==> src/rtl/time_clock_controller.sv <==
// Run/stop/lap/set-time sequencer for the time-of-day counter, with a CLK_HZ/TICK_HZ tick divider.
// Optional feature macro: LAP_EN (lap-hold display freeze while running).
module time_clock_controller #(
  parameter int CLK_HZ  = 100_000_000,
  parameter int TICK_HZ = 1000
) (
  input  logic       i_clk,
  input  logic       i_reset_n,
  input  logic       i_btn_run,
  input  logic       i_btn_mode,
  input  logic       i_btn_lap,
  input  logic       i_btn_up,
  input  logic [5:0] i_hour,
  input  logic [5:0] i_min,
  output logic       o_cnt_en,
  output logic       o_cnt_clr,
  output logic       o_load,
  output logic [5:0] o_set_hour,
  output logic [5:0] o_set_min,
  output logic       o_lap_hold,
  output logic [1:0] o_field
);

  localparam int DIV   = CLK_HZ / TICK_HZ;
  localparam int DIV_W = (DIV > 2) ? $clog2(DIV) : 1;
  localparam logic [DIV_W-1:0] DIV_LAST = DIV_W'(DIV - 1);
  localparam logic [DIV_W-1:0] DIV_ONE  = DIV_W'(1);
  localparam logic [DIV_W-1:0] DIV_ZERO = DIV_W'(0);

  localparam logic [2:0] ST_STOP     = 3'b000;
  localparam logic [2:0] ST_RUN      = 3'b001;
  localparam logic [2:0] ST_SET_HOUR = 3'b010;
  localparam logic [2:0] ST_SET_MIN  = 3'b100;

  localparam logic [2:0] BTN_NONE = 3'd0;
  localparam logic [2:0] BTN_RUN  = 3'd1;
  localparam logic [2:0] BTN_MODE = 3'd2;
  localparam logic [2:0] BTN_LAP  = 3'd3;
  localparam logic [2:0] BTN_UP   = 3'd4;

  localparam logic [1:0] FIELD_NONE = 2'b00;
  localparam logic [1:0] FIELD_HOUR = 2'b01;
  localparam logic [1:0] FIELD_MIN  = 2'b10;

  // Saturating-range increment: anything at or above top wraps to zero.
  function automatic logic [5:0] wrap_inc(input logic [5:0] val, input logic [5:0] top);
    if (val >= top) begin
      return 6'd0;
    end else begin
      return val + 6'd1;
    end
  endfunction

  logic [2:0]       state_q, state_d;
  logic [DIV_W-1:0] div_q, div_d;
  logic [5:0]       hour_q, hour_d;
  logic [5:0]       min_q, min_d;
  logic             lap_hold_q, lap_hold_d;
  logic             cnt_en_q, cnt_en_d;
  logic             cnt_clr_q, cnt_clr_d;
  logic             load_q, load_d;
  logic [1:0]       field_q, field_d;
  logic [2:0]       btn_sel_s;

  // Priority-select a single button: run > mode > lap > up.
  always_comb begin
    if (i_btn_run) begin
      btn_sel_s = BTN_RUN;
    end else if (i_btn_mode) begin
      btn_sel_s = BTN_MODE;
    end else if (i_btn_lap) begin
      btn_sel_s = BTN_LAP;
    end else if (i_btn_up) begin
      btn_sel_s = BTN_UP;
    end else begin
      btn_sel_s = BTN_NONE;
    end
  end

  // Next-state, divider and edit-register logic.
  always_comb begin
    state_d    = state_q;
    div_d      = div_q;
    hour_d     = hour_q;
    min_d      = min_q;
    lap_hold_d = lap_hold_q;
    cnt_en_d   = 1'b0;
    cnt_clr_d  = 1'b0;
    load_d     = 1'b0;
    case (state_q)
      ST_STOP: begin
        case (btn_sel_s)
          BTN_RUN:  state_d = ST_RUN;
          BTN_MODE: begin
            state_d = ST_SET_HOUR;
            hour_d  = i_hour;
            min_d   = i_min;
          end
          BTN_LAP: begin
            cnt_clr_d  = 1'b1;
            div_d      = DIV_ZERO;
            lap_hold_d = 1'b0;
          end
          default: state_d = ST_STOP;
        endcase
      end
      ST_RUN: begin
        if (btn_sel_s == BTN_RUN) begin
          // Divider holds so a resume continues the partial tick period.
          state_d = ST_STOP;
        end else begin
          if (div_q == DIV_LAST) begin
            div_d    = DIV_ZERO;
            cnt_en_d = 1'b1;
          end else begin
            div_d = div_q + DIV_ONE;
          end
`ifdef LAP_EN
          if (btn_sel_s == BTN_LAP) begin
            lap_hold_d = ~lap_hold_q;
          end else begin
            lap_hold_d = lap_hold_q;
          end
`endif
        end
      end
      ST_SET_HOUR: begin
        case (btn_sel_s)
          BTN_RUN:  state_d = ST_STOP;
          BTN_MODE: state_d = ST_SET_MIN;
          BTN_UP:   hour_d  = wrap_inc(hour_q, 6'd23);
          default:  state_d = ST_SET_HOUR;
        endcase
      end
      ST_SET_MIN: begin
        case (btn_sel_s)
          BTN_RUN: state_d = ST_STOP;
          BTN_MODE: begin
            state_d = ST_STOP;
            load_d  = 1'b1;
            div_d   = DIV_ZERO;
          end
          BTN_UP:  min_d   = wrap_inc(min_q, 6'd59);
          default: state_d = ST_SET_MIN;
        endcase
      end
      default: state_d = ST_STOP;
    endcase
`ifndef LAP_EN
    lap_hold_d = 1'b0;
`endif
  end

  // Blink-field decode registered alongside the state it describes.
  always_comb begin
    case (state_d)
      ST_SET_HOUR: field_d = FIELD_HOUR;
      ST_SET_MIN:  field_d = FIELD_MIN;
      default:     field_d = FIELD_NONE;
    endcase
  end

  // State and output registers.
  always_ff @(posedge i_clk or negedge i_reset_n) begin
    if (!i_reset_n) begin
      state_q    <= ST_STOP;
      div_q      <= DIV_ZERO;
      hour_q     <= 6'd0;
      min_q      <= 6'd0;
      lap_hold_q <= 1'b0;
      cnt_en_q   <= 1'b0;
      cnt_clr_q  <= 1'b0;
      load_q     <= 1'b0;
      field_q    <= FIELD_NONE;
    end else begin
      state_q    <= state_d;
      div_q      <= div_d;
      hour_q     <= hour_d;
      min_q      <= min_d;
      lap_hold_q <= lap_hold_d;
      cnt_en_q   <= cnt_en_d;
      cnt_clr_q  <= cnt_clr_d;
      load_q     <= load_d;
      field_q    <= field_d;
    end
  end

  assign o_cnt_en   = cnt_en_q;
  assign o_cnt_clr  = cnt_clr_q;
  assign o_load     = load_q;
  assign o_set_hour = hour_q;
  assign o_set_min  = min_q;
  assign o_lap_hold = lap_hold_q;
  assign o_field    = field_q;

endmodule

==> config.mk <==
export PLATFORM = sky130hd
export DESIGN_NAME = time_clock_controller
export DESIGN_NICKNAME = d
export VERILOG_FILES = /design/src/rtl/time_clock_controller.sv
export SDC_FILE = /design/constraint.sdc
export NUM_CORES = 1
export LEC_CHECK = 0
export BUFFER_PORTS_ARGS = -buffer_cell sky130_fd_sc_hd__buf_2
export CAP_MARGIN = 20
export CORE_MARGIN = 5
export CORE_UTILIZATION = 60
export DETAILED_ROUTE_END_ITERATION = 8
export GPL_TIMING_DRIVEN = 0
export MAX_ROUTING_LAYER = met4
export PLACE_DENSITY = 0.84
export SLEW_MARGIN = 10
export SYNTH_ARGS = -nofsm -noshare
export SYNTH_HDL_FRONTEND = slang
export SYNTH_SLANG_ARGS = --single-unit
==> constraint.sdc <==
create_clock -name i_clk -period 3.62 [get_ports i_clk]
set_clock_uncertainty 0.15 [all_clocks]
set_input_delay 0.362 -clock i_clk [delete_from_list [all_inputs] [get_ports i_clk]]
set_output_delay 0.362 -clock i_clk [all_outputs]
set_load 0.03 [all_outputs]
Word-level counts from Yosys, hierarchy flattened
Cells that the tools add are included.

storage, ports and cells
  bits in latches = 0
  bits in read-only memories = 0
  memory bits (writable) = 0
  register bits after elaboration = 37
  memories kept = 0
  input bits = 18
  logic and storage cells = 67
  output and inout port bits = 18

cells by class
  multiplexer cells = 30
  reduce and logical (&&, ||, !) cells = 8
  divide/modulo/power cells = 0
  eq/ne operators = 16
  bitwise operators = 0
  shift-type cells = 0
  order comparisons = 2
  add/subtract/negate cells = 3
  $mul = 0

operators by type and width
  kind                                                   number
  2-to-1 mux 17 bit                                      4
  case mux 17 bit (3 select lines)                       1
  2-to-1 mux 6 bit                                       6
  case mux 6 bit (2 select lines)                        2
  case mux 3 bit (3 select lines)                        2
  adder 17 x 1 -> 17 bit, second input constant          1
  == test 17 bit, second input constant                  1
  2-to-1 mux 3 bit                                       5
  adder 6 x 1 -> 6 bit, second input constant            2
  == test 3 x 2 -> 1 bit, second input constant          4
  case mux 3 bit (4 select lines)                        1
  == test 3 bit, second input constant                   3
  inequality test 2 bit, second input constant           4
  2-to-1 mux 1 bit                                       7
  == test 3 x 1 -> 1 bit, second input constant          2
  >= comparator 6 x 5 -> 1 bit, second input constant    1
  >= comparator 6 bit, second input constant             1
  case mux 3 bit (2 select lines)                        1
  AND reduction 3 bit                                    2
  inequality test 2 x 1 -> 1 bit, second input constant  2
  case mux 2 bit (2 select lines)                        1
  AND reduction 4 bit                                    1
  nonzero test 2 bit                                     2
  zero test 3 bit                                        1
  2 further kinds                                        2

Depth between registers and ports, before layout
Gate-level depths: netlist of run 1.

  depth after elaboration = 10
  gate-level depth with buffers = 7
  gate-level depth less buffers = 5

Worst setup path before layout of run 1
No wires, ideal clock.

  path type = register to register
  from = register state_q[1]
  to = register div_q[13]
  period minus slack after synthesis = 1.997 ns
  stages on the path, launching flop included = 8
  setup slack = 1.623 ns
  arrival = 1.710 ns
  library setup time = 0.136 ns
  path buffers = 3
  required time = 3.334 ns
  cell sequence = dfrtp_1 > buf_6 > or2_1 > a221o_1 > buf_6 > buf_2 > o41ai_1 > a21oi_1

on the way
  word-level cells in the longest chain between the ends = 3
  elaborated cells between the ends (all ways) = 9
  those cells by class = eq/ne (5); mux (1); reduce/logical (3)

RTL lines
  element                                                                  line  RTL
  start, declared                                                          54    logic [2:0] state_q, state_d;
  start signal, assigned                                                   176   state_q <= state_d;
  == test 3 bit (tied with other cells)                                    90    case (state_q)
  inequality test 2 x 1 -> 1 bit (no source line) (tied with other cells)  --
  AND reduction 4 bit (no source line)                                     --
  end signal, assigned                                                     177   div_q <= div_d;
  end, declared                                                            55    logic [DIV_W-1:0] div_q, div_d;

Several ways; a longest one is shown, not always the timed one.
A chain may end at the register's enable or synchronous reset.

Worst setup path after layout of run 1
  from = register div_q[0]
  to = register div_q[7]

on the way
  word-level cells in the longest chain between the ends = 4
  elaborated cells between the ends (all ways) = 5
  those cells by class = add/sub (1); eq/ne (1); mux (3)

RTL lines
  element                                                   line      RTL
  adder 17 x 1 -> 17 bit or == test 17 bit (tied branches)  116, 112
  2-to-1 mux 17 bit *                                       112       if (div_q == DIV_LAST) begin
  2-to-1 mux 17 bit *                                       108       if (btn_sel_s == BTN_RUN) begin
  case mux 17 bit (3 select lines) *                        90

Mark *: on every way between the ends. The rest lies on a longest branch, timed or not. The select of a mux whose other input is x is not followed.

==> run summary, run 1 <==
Setup CP Type = reg2reg
chip height = 69.3 um
Mapped Avg Cell Area = 9.29 um2
crit start category = flop
layout cells sized above 1 = 0.201
Hold Vio Cnt, Final = 0
Port Buffers = 33
# nets final = 289
WL per Instance = 14.9 um
io pins = 36
CP Max Fanout = 9
share of flip-flops with an asynchronous set or reset = 1.00
area occupied by multi-input gates = 1040 um2
power density over the cells = 597 nW/um2
HP Class = in2reg
post-route insts no fill = 315
setup tns final = 0 ns
Cells after Synth = 227
core box area = 3360 um2
Fill cells = 293
gp weighted congestion = 0.843
largest family of logic cells by synthesized area = compound AO/OA/AOI/OAI gates
CTS tree = built
Post-synth EDFFs = 0
DRT iter0 DRCs = 129
register bit total from synthesis = 37
Initial Util = 0.627
Buf+Inv Stages, Crit Path = 1
critical path endpoint category = flop
Crit path max-delay family = simple AND/OR/NAND/NOR gates
top_reg_cell synth = dfrtp_1
Worst-Margin Slew = 0.807 ns
fin crit share = 0.664
register area = 926 um2
post-synthesis mux area share = 0
first-pass GRT wire length = 8470 um
register area share after synthesis = 0.439
die span in x = 69.3 um
Synthesized Nets = 248
Root Driver = clkbuf_4
number of max-cap violations = 0
critical path arrival = 2.46 ns
DR DRC count = 0
Slew HR = 0.462
Final Cell Area = 2390 um2
slowest cell on the critical path = a21oi_2
vias per cell = 6.16
synth unique cells = 50
VDD IR max = 0.486 mV
number of buffers created by CTS = 5
Largest stage delay, worst path = 0.53 ns
# rows = 21
Num Clock Sinks = 37
Area after DPL = 2330 um2
initial antenna violation count = 0
CTS Buffer Depth = 2
die area = 4800 um2
Synth Area in XOR/XNOR = 0.00415
worst skew pair latency = 0.34 ns
Worst Path Required = 3.68 ns
Synth Cell Area = 2110 um2
Tmin final = 2.40 ns
ANT nets after route = 0
warnings from Yosys = 0
WL final = 4700 um
worst path cell trace = ha_1 -> and4_1 -> clkbuf_1 -> nand4_1 -> a21oi_2 -> a21oi_1
Synth Area in Compound Gates = 0.244
dpl hpwl = 3310 um
via count = 1939
largest net degree at the start of global routing = 38
Area Overhead vs Synth = 13.5%
vias in the first global route = 1868
gr ovfl total = 0
clk slew on worst S/H paths = 0.12 ns
final max-slew violation count = 0
most frequent cells in the layout = buf_2, dfrtp_1, a21oi_1
Adder-Cell Fraction of Synth Area = 0.0178
Detailed Routing Iterations Pass 1 = 5
RSZ-0062 raised after global routing = false
Max Freq = 416 MHz
Finish-stage setup viols = 0
Placed Cells = 306
Pleak = 1.04 nW
Synth Area in Simple Gates = 0.225
antenna diode count = 0
H-tree depth = 2
GRT Total Usage = 0.217
status = complete, no violations
## cells in the mapped netlist (all sizes together) (2+ instances only)
| cell type | instances | area (um2) |
|---|---|---|
| nor4 | 2 | 12.5 |
| a22oi | 6 | 45.0 |
| o31ai | 10 | 75.1 |
| dfrtp | 37 | 926 |
| a221oi | 2 | 17.5 |
| ha | 3 | 37.5 |
| nor2 | 11 | 41.3 |
| buf | 9 | 65.1 |
| and4 | 3 | 26.3 |
| nor4b | 3 | 26.3 |
| o41ai | 2 | 17.5 |
| clkbuf | 7 | 26.3 |
| nand4 | 9 | 56.3 |
| or3 | 2 | 12.5 |
| nand3 | 8 | 40.0 |
| a41oi | 2 | 17.5 |
| a32oi | 4 | 35.0 |
| nor3 | 3 | 15.0 |
| or4 | 7 | 52.6 |
| o22ai | 7 | 43.8 |
| a21oi | 20 | 104 |
| a31oi | 2 | 12.5 |
| nor3b | 4 | 35.0 |
| o21ai | 13 | 65.1 |
| or3b | 3 | 26.3 |
| nand2b | 3 | 18.8 |
| a21o | 2 | 15.0 |
| inv | 14 | 52.6 |
| nand2 | 14 | 52.6 |
## flip-flops by register name (all words and copies together) (netlist names)
| name | count |
|---|---|
| o_cnt_clr | 1 |
| state_q | 3 |
| o_cnt_en | 1 |
| o_set_hour | 6 |
| o_set_min | 6 |
| o_field | 2 |
| o_load | 1 |
| div_q | 17 |
## per-layer routing
metal / share of wire / up-vias / track usage / wire length [um]
li1: - / 946 / - / -
met1: 0.44 / 926 / 0.283 / 2070
met2: 0.48 / 62 / 0.326 / 2270
met3: 0.065 / 5 / 0.0623 / 304
met4: 0.011 / 0 / 0.0738 / 51
met5: 0 / - / - / 0
## final cells by class
class / instances / share of cell area
buffer: 16 / 0.0382
clock buffer: 6 / 0.0173
tap: 46 / 0.0241
timing repair buffer: 34 / 0.0732
sequential: 37 / 0.387
multi-input combinational: 160 / 0.434
clock inverter: 2 / 0.00418
inverter: 14 / 0.0220
## worst register-to-register path, delay by kind of cell (launching register included)
kind	cells	cell delay, ns
buffers and inverters	1	0.23
flip-flops	1	0.40
AND/OR/NAND/NOR	2	0.65
adder cells (fa/ha/maj)	1	0.26
AO/OA/AOI/OAI	2	0.60
## repair_timing
action / CTS / global route
endpoints found under the hold margin: 37 / 0
buffers inserted: 0 / 0
endpoints found under the setup margin: 0 / 0
hold buffers: 1 / 0
resized for setup: 0 / 0
## worst paths after layout
check | startpoint | to | slack (ns) | cells after the start
min | i_btn_run | state_q[2] | 0.06 | 2
max | div_q[0] | div_q[7] | 1.22 | 6
min reg2reg | div_q[1] | div_q[1] | 0.38 | 2
min in group asynchronous | i_reset_n | div_q[12] | 0.49 | 2
max in group asynchronous | i_reset_n | o_set_hour[0] | 2.32 | 2
max reg2reg | div_q[0] | div_q[7] | 1.22 | 6
## cells by family after synthesis
logic type,after synthesis
AND/OR/NAND/NOR,78
other,1
AO/OA/AOI/OAI,77
XOR/XNOR,1
buffers and inverters,30
flip-flops,37
adder cells (fa/ha/maj),3
## through the flow
step                utilization  setup slack, ns  power (mW)  hold slack (ns)
CTS                       0.711             1.23        1.44           0.0510
finish                    0.711             1.22        1.43           0.0566
floorplan                     -             1.62        1.05          -0.0836
global route              0.711             1.01        1.54           0.0517
detailed placement        0.693             1.23        1.22            0.349
global placement          0.693             1.24        1.20            0.337
## report_power, final
part | total [mW] | internal [mW] | switching (mW)
registers | 0.593 | 0.502 | 0.0903
clock network | 0.210 | 0.0740 | 0.136
logic | 0.626 | 0.210 | 0.417
total | 1.43 | 0.786 | 0.642
(Power assumes the default switching activity.)
==> run 2: changes to the inputs <==
- ABC_AREA: not set -> 1
- CORE_UTILIZATION: 60 -> 51
- PLACE_DENSITY: 0.84 -> 0.76
- clock period: 3.62 -> 2 ns (I/O delays scaled with it)
==> run 2 against run 1 <==
  * Via count up 11%
  * Final area up 7.9%
  * Wire length up 7.4%
  * Critical path depth up 2
  * Sequential power up 84%
  * Die area up 22%
==> run summary, run 2 <==
Area Overhead vs Synth = 14.7%
Synthesized Nets = 336 (+35%)
Initial Util = 0.520 (-0.107)
Fill cells = 416 (+42%)
RSZ-0062 raised after global routing = false
layout cells sized above 1 = 0.185 (-0.0159)
most common cell in the synthesized netlist = nand2_1
Worst Path Required = 2.04 ns (-1.64 ns)
VDD IR max = 0.702 mV (+45%)
# hold bufs at CTS = 1 (unchanged)
Detailed Routing Iterations Pass 1 = 5 (unchanged)
share of flip-flops with an asynchronous set or reset = 1.00 (unchanged)
synth unique cells = 29 (-42%)
Post-synth EDFFs = 0 (unchanged)
first-pass GRT wire length = 8980 um (+6.1%)
Synth Cell Area = 2250 um2 (+6.7%)
Area after DPL = 2480 um2 (+6.6%)
clk slew on worst S/H paths = 0.07 ns (-0.05 ns)
post-CTS setup repair buffer count = 0 (unchanged)
register area = 926 um2 (unchanged)
register area share after synthesis = 0.412 (-0.0276)
fin crit share = 0.896 (+0.232)
worst reg2reg startpoint = div_q[0]
number of max-cap violations = 0 (unchanged)
# rows = 24 (+14%)
vias per cell = 5.24 (-15%)
GRT Total Usage = 0.188 (-0.0290)
most common cell after layout, fill and taps aside = nand2_1
Pleak = 1.33 nW (+28%)
WL final = 5050 um (+7.4%)
warnings from Yosys = 0 (unchanged)
Hold Path End = o_cnt_en
register bit total from synthesis = 37 (unchanged)
vias in the first global route = 2045 (+9.5%)
final max-slew violation count = 0 (unchanged)
Placed Cells = 401 (+31%)
Root Driver = clkbuf_8
Setup CP Type = reg2reg
CTS tree = built
via count = 2143 (+11%)
Slew HR = 0.448 (-0.0141)
Worst Setup Slack post-DPL = 0.212 ns (-1.02 ns)
post-route insts no fill = 409 (+30%)
Hold Path Origin = i_btn_run
most frequent cells in the layout = nand2_1, nor2_1, dfrtp_1
Hold Crit Depth = 2 (unchanged)
CP Max Fanout = 6 (-3)
power density over the cells = 1120 nW/um2 (+88%)
worst skew pair latency = 0.29 ns (-0.05 ns)
Fin Hold WS = 0.00481 ns (-0.0518 ns)
Tmin final = 1.79 ns (-0.613 ns)
critical path endpoint category = flop
H-tree depth = 2 (unchanged)
core box area = 4320 um2 (+29%)
R2R setup slack = 0.21 ns (-1.01 ns)
io pins = 36 (unchanged)
Port Buffers = 34 (+3.0%)
area occupied by multi-input gates = 1120 um2 (+8.1%)
path depth of the worst reg2reg path = 8 (+2)
dpl hpwl = 3700 um (+12%)
die span in x = 76.4 um (+10%)
top cells by area, synth = dfrtp_1, nand2_1, nor2_1
Synth top cells by count = nand2_1, nor2_1, dfrtp_1, inv_1, nand3_1
Max Freq = 558 MHz (+34%)
initial antenna violation count = 0 (unchanged)
Hold Vio Cnt, Final = 0 (unchanged)
# nets final = 378 (+31%)
final worst slack = 0.209 ns (-1.01 ns)
ANT nets after route = 0 (unchanged)
CTS Buffer Depth = 2 (unchanged)
status = complete, no violations
Num Clock Sinks = 37 (unchanged)
DR DRC count = 0 (unchanged)
Largest register FFs = 17 (unchanged)
WL per Instance = 12.3 um (-17%)
Worst-Margin Slew = 0.828 ns (+0.0212 ns)
DRT iter0 DRCs = 163 (+26%)
gr ovfl total = 0 (unchanged)
Mapped Avg Cell Area = 7.14 um2 (-23%)
Reg2Reg Capture Point = div_q[9]
Finish-stage setup viols = 0 (unchanged)
chip height = 76.4 um (+10%)
crit start category = flop
cts repair resizes = 0 (unchanged)
total chip power = 2.89 mW (+100%)
die area = 5840 um2 (+22%)
antenna diode count = 0 (unchanged)
Final Core Density = 0.597 (-0.114)
top cell type's share of synthesized area = 0.412 (-0.0276)
Most flops, register = div_q
gp weighted congestion = 0.933 (+11%)
critical path arrival = 1.83 ns (-0.63 ns)
largest net degree at the start of global routing = 38 (unchanged)
Final Cell Area = 2580 um2 (+7.9%)
setup tns final = 0 ns (unchanged)
HP Class = in2reg
top_reg_cell synth = dfrtp_1
number of buffers created by CTS = 5 (unchanged)
Synth area leader = dfrtp_1
Cells after Synth = 315 (+39%)
run 2: cell count changes in the layout (fill, tap and decap cells not counted), moves of 10 or more:
cell	change
nor2_1	+36
inv_1	+19
nand3_1	+16
o31ai_1	-10
nand2_1	+65
run 2: cell type report:
class                      instances  area share
buffer                             6      0.0199
clock buffer                       7      0.0334
inverter                          40      0.0582
multi-input combinational        232       0.435
sequential                        37       0.359
tap                               52      0.0252
timing repair buffer              35      0.0698
run 2: how the worst max path moves through the flow:
stage,end,startpoint
after CTS,div_q[9],div_q[0]
after global routing,div_q[3],div_q[0]
final,div_q[9],div_q[0]
after detailed placement,div_q[9],div_q[0]
after floorplan,o_set_hour[0],o_set_hour[0]
after global placement,div_q[9],div_q[0]
run 2: logic make-up after synthesis:
group                      synth area share
AOI/OAI and AO/OA                     0.104
xor gates and xnor gates             0.0156
adders and majority gates            0.0167
buffers and inverters                0.0895
DFF                                   0.412
other                               0.00167
and+or+nand+nor                       0.361
run 2: critical path, cell delays in order, from the launching register on:
cell and delay, ns:
dfrtp_1 0.39, ha_1 0.21, nand2_1 0.10, nor2_2 0.17, nand4_1 0.20, nand2_1 0.14, nand2_1 0.16, nand3_1 0.13
inv_1 0.04
run 2: power by group:
group / internal, mW / switching [mW]
clock: 0.273 / 0.262
sequential: 0.903 / 0.190
combinational: 0.408 / 0.857
run 2: layer usage:
layer	global-route usage	vias to the layer above	share of wire
li1	-	1101	-
met1	0.240	988	0.48
met2	0.309	46	0.47
met3	0.0402	8	0.037
met4	0.0402	0	0.010
met5	-	-	0
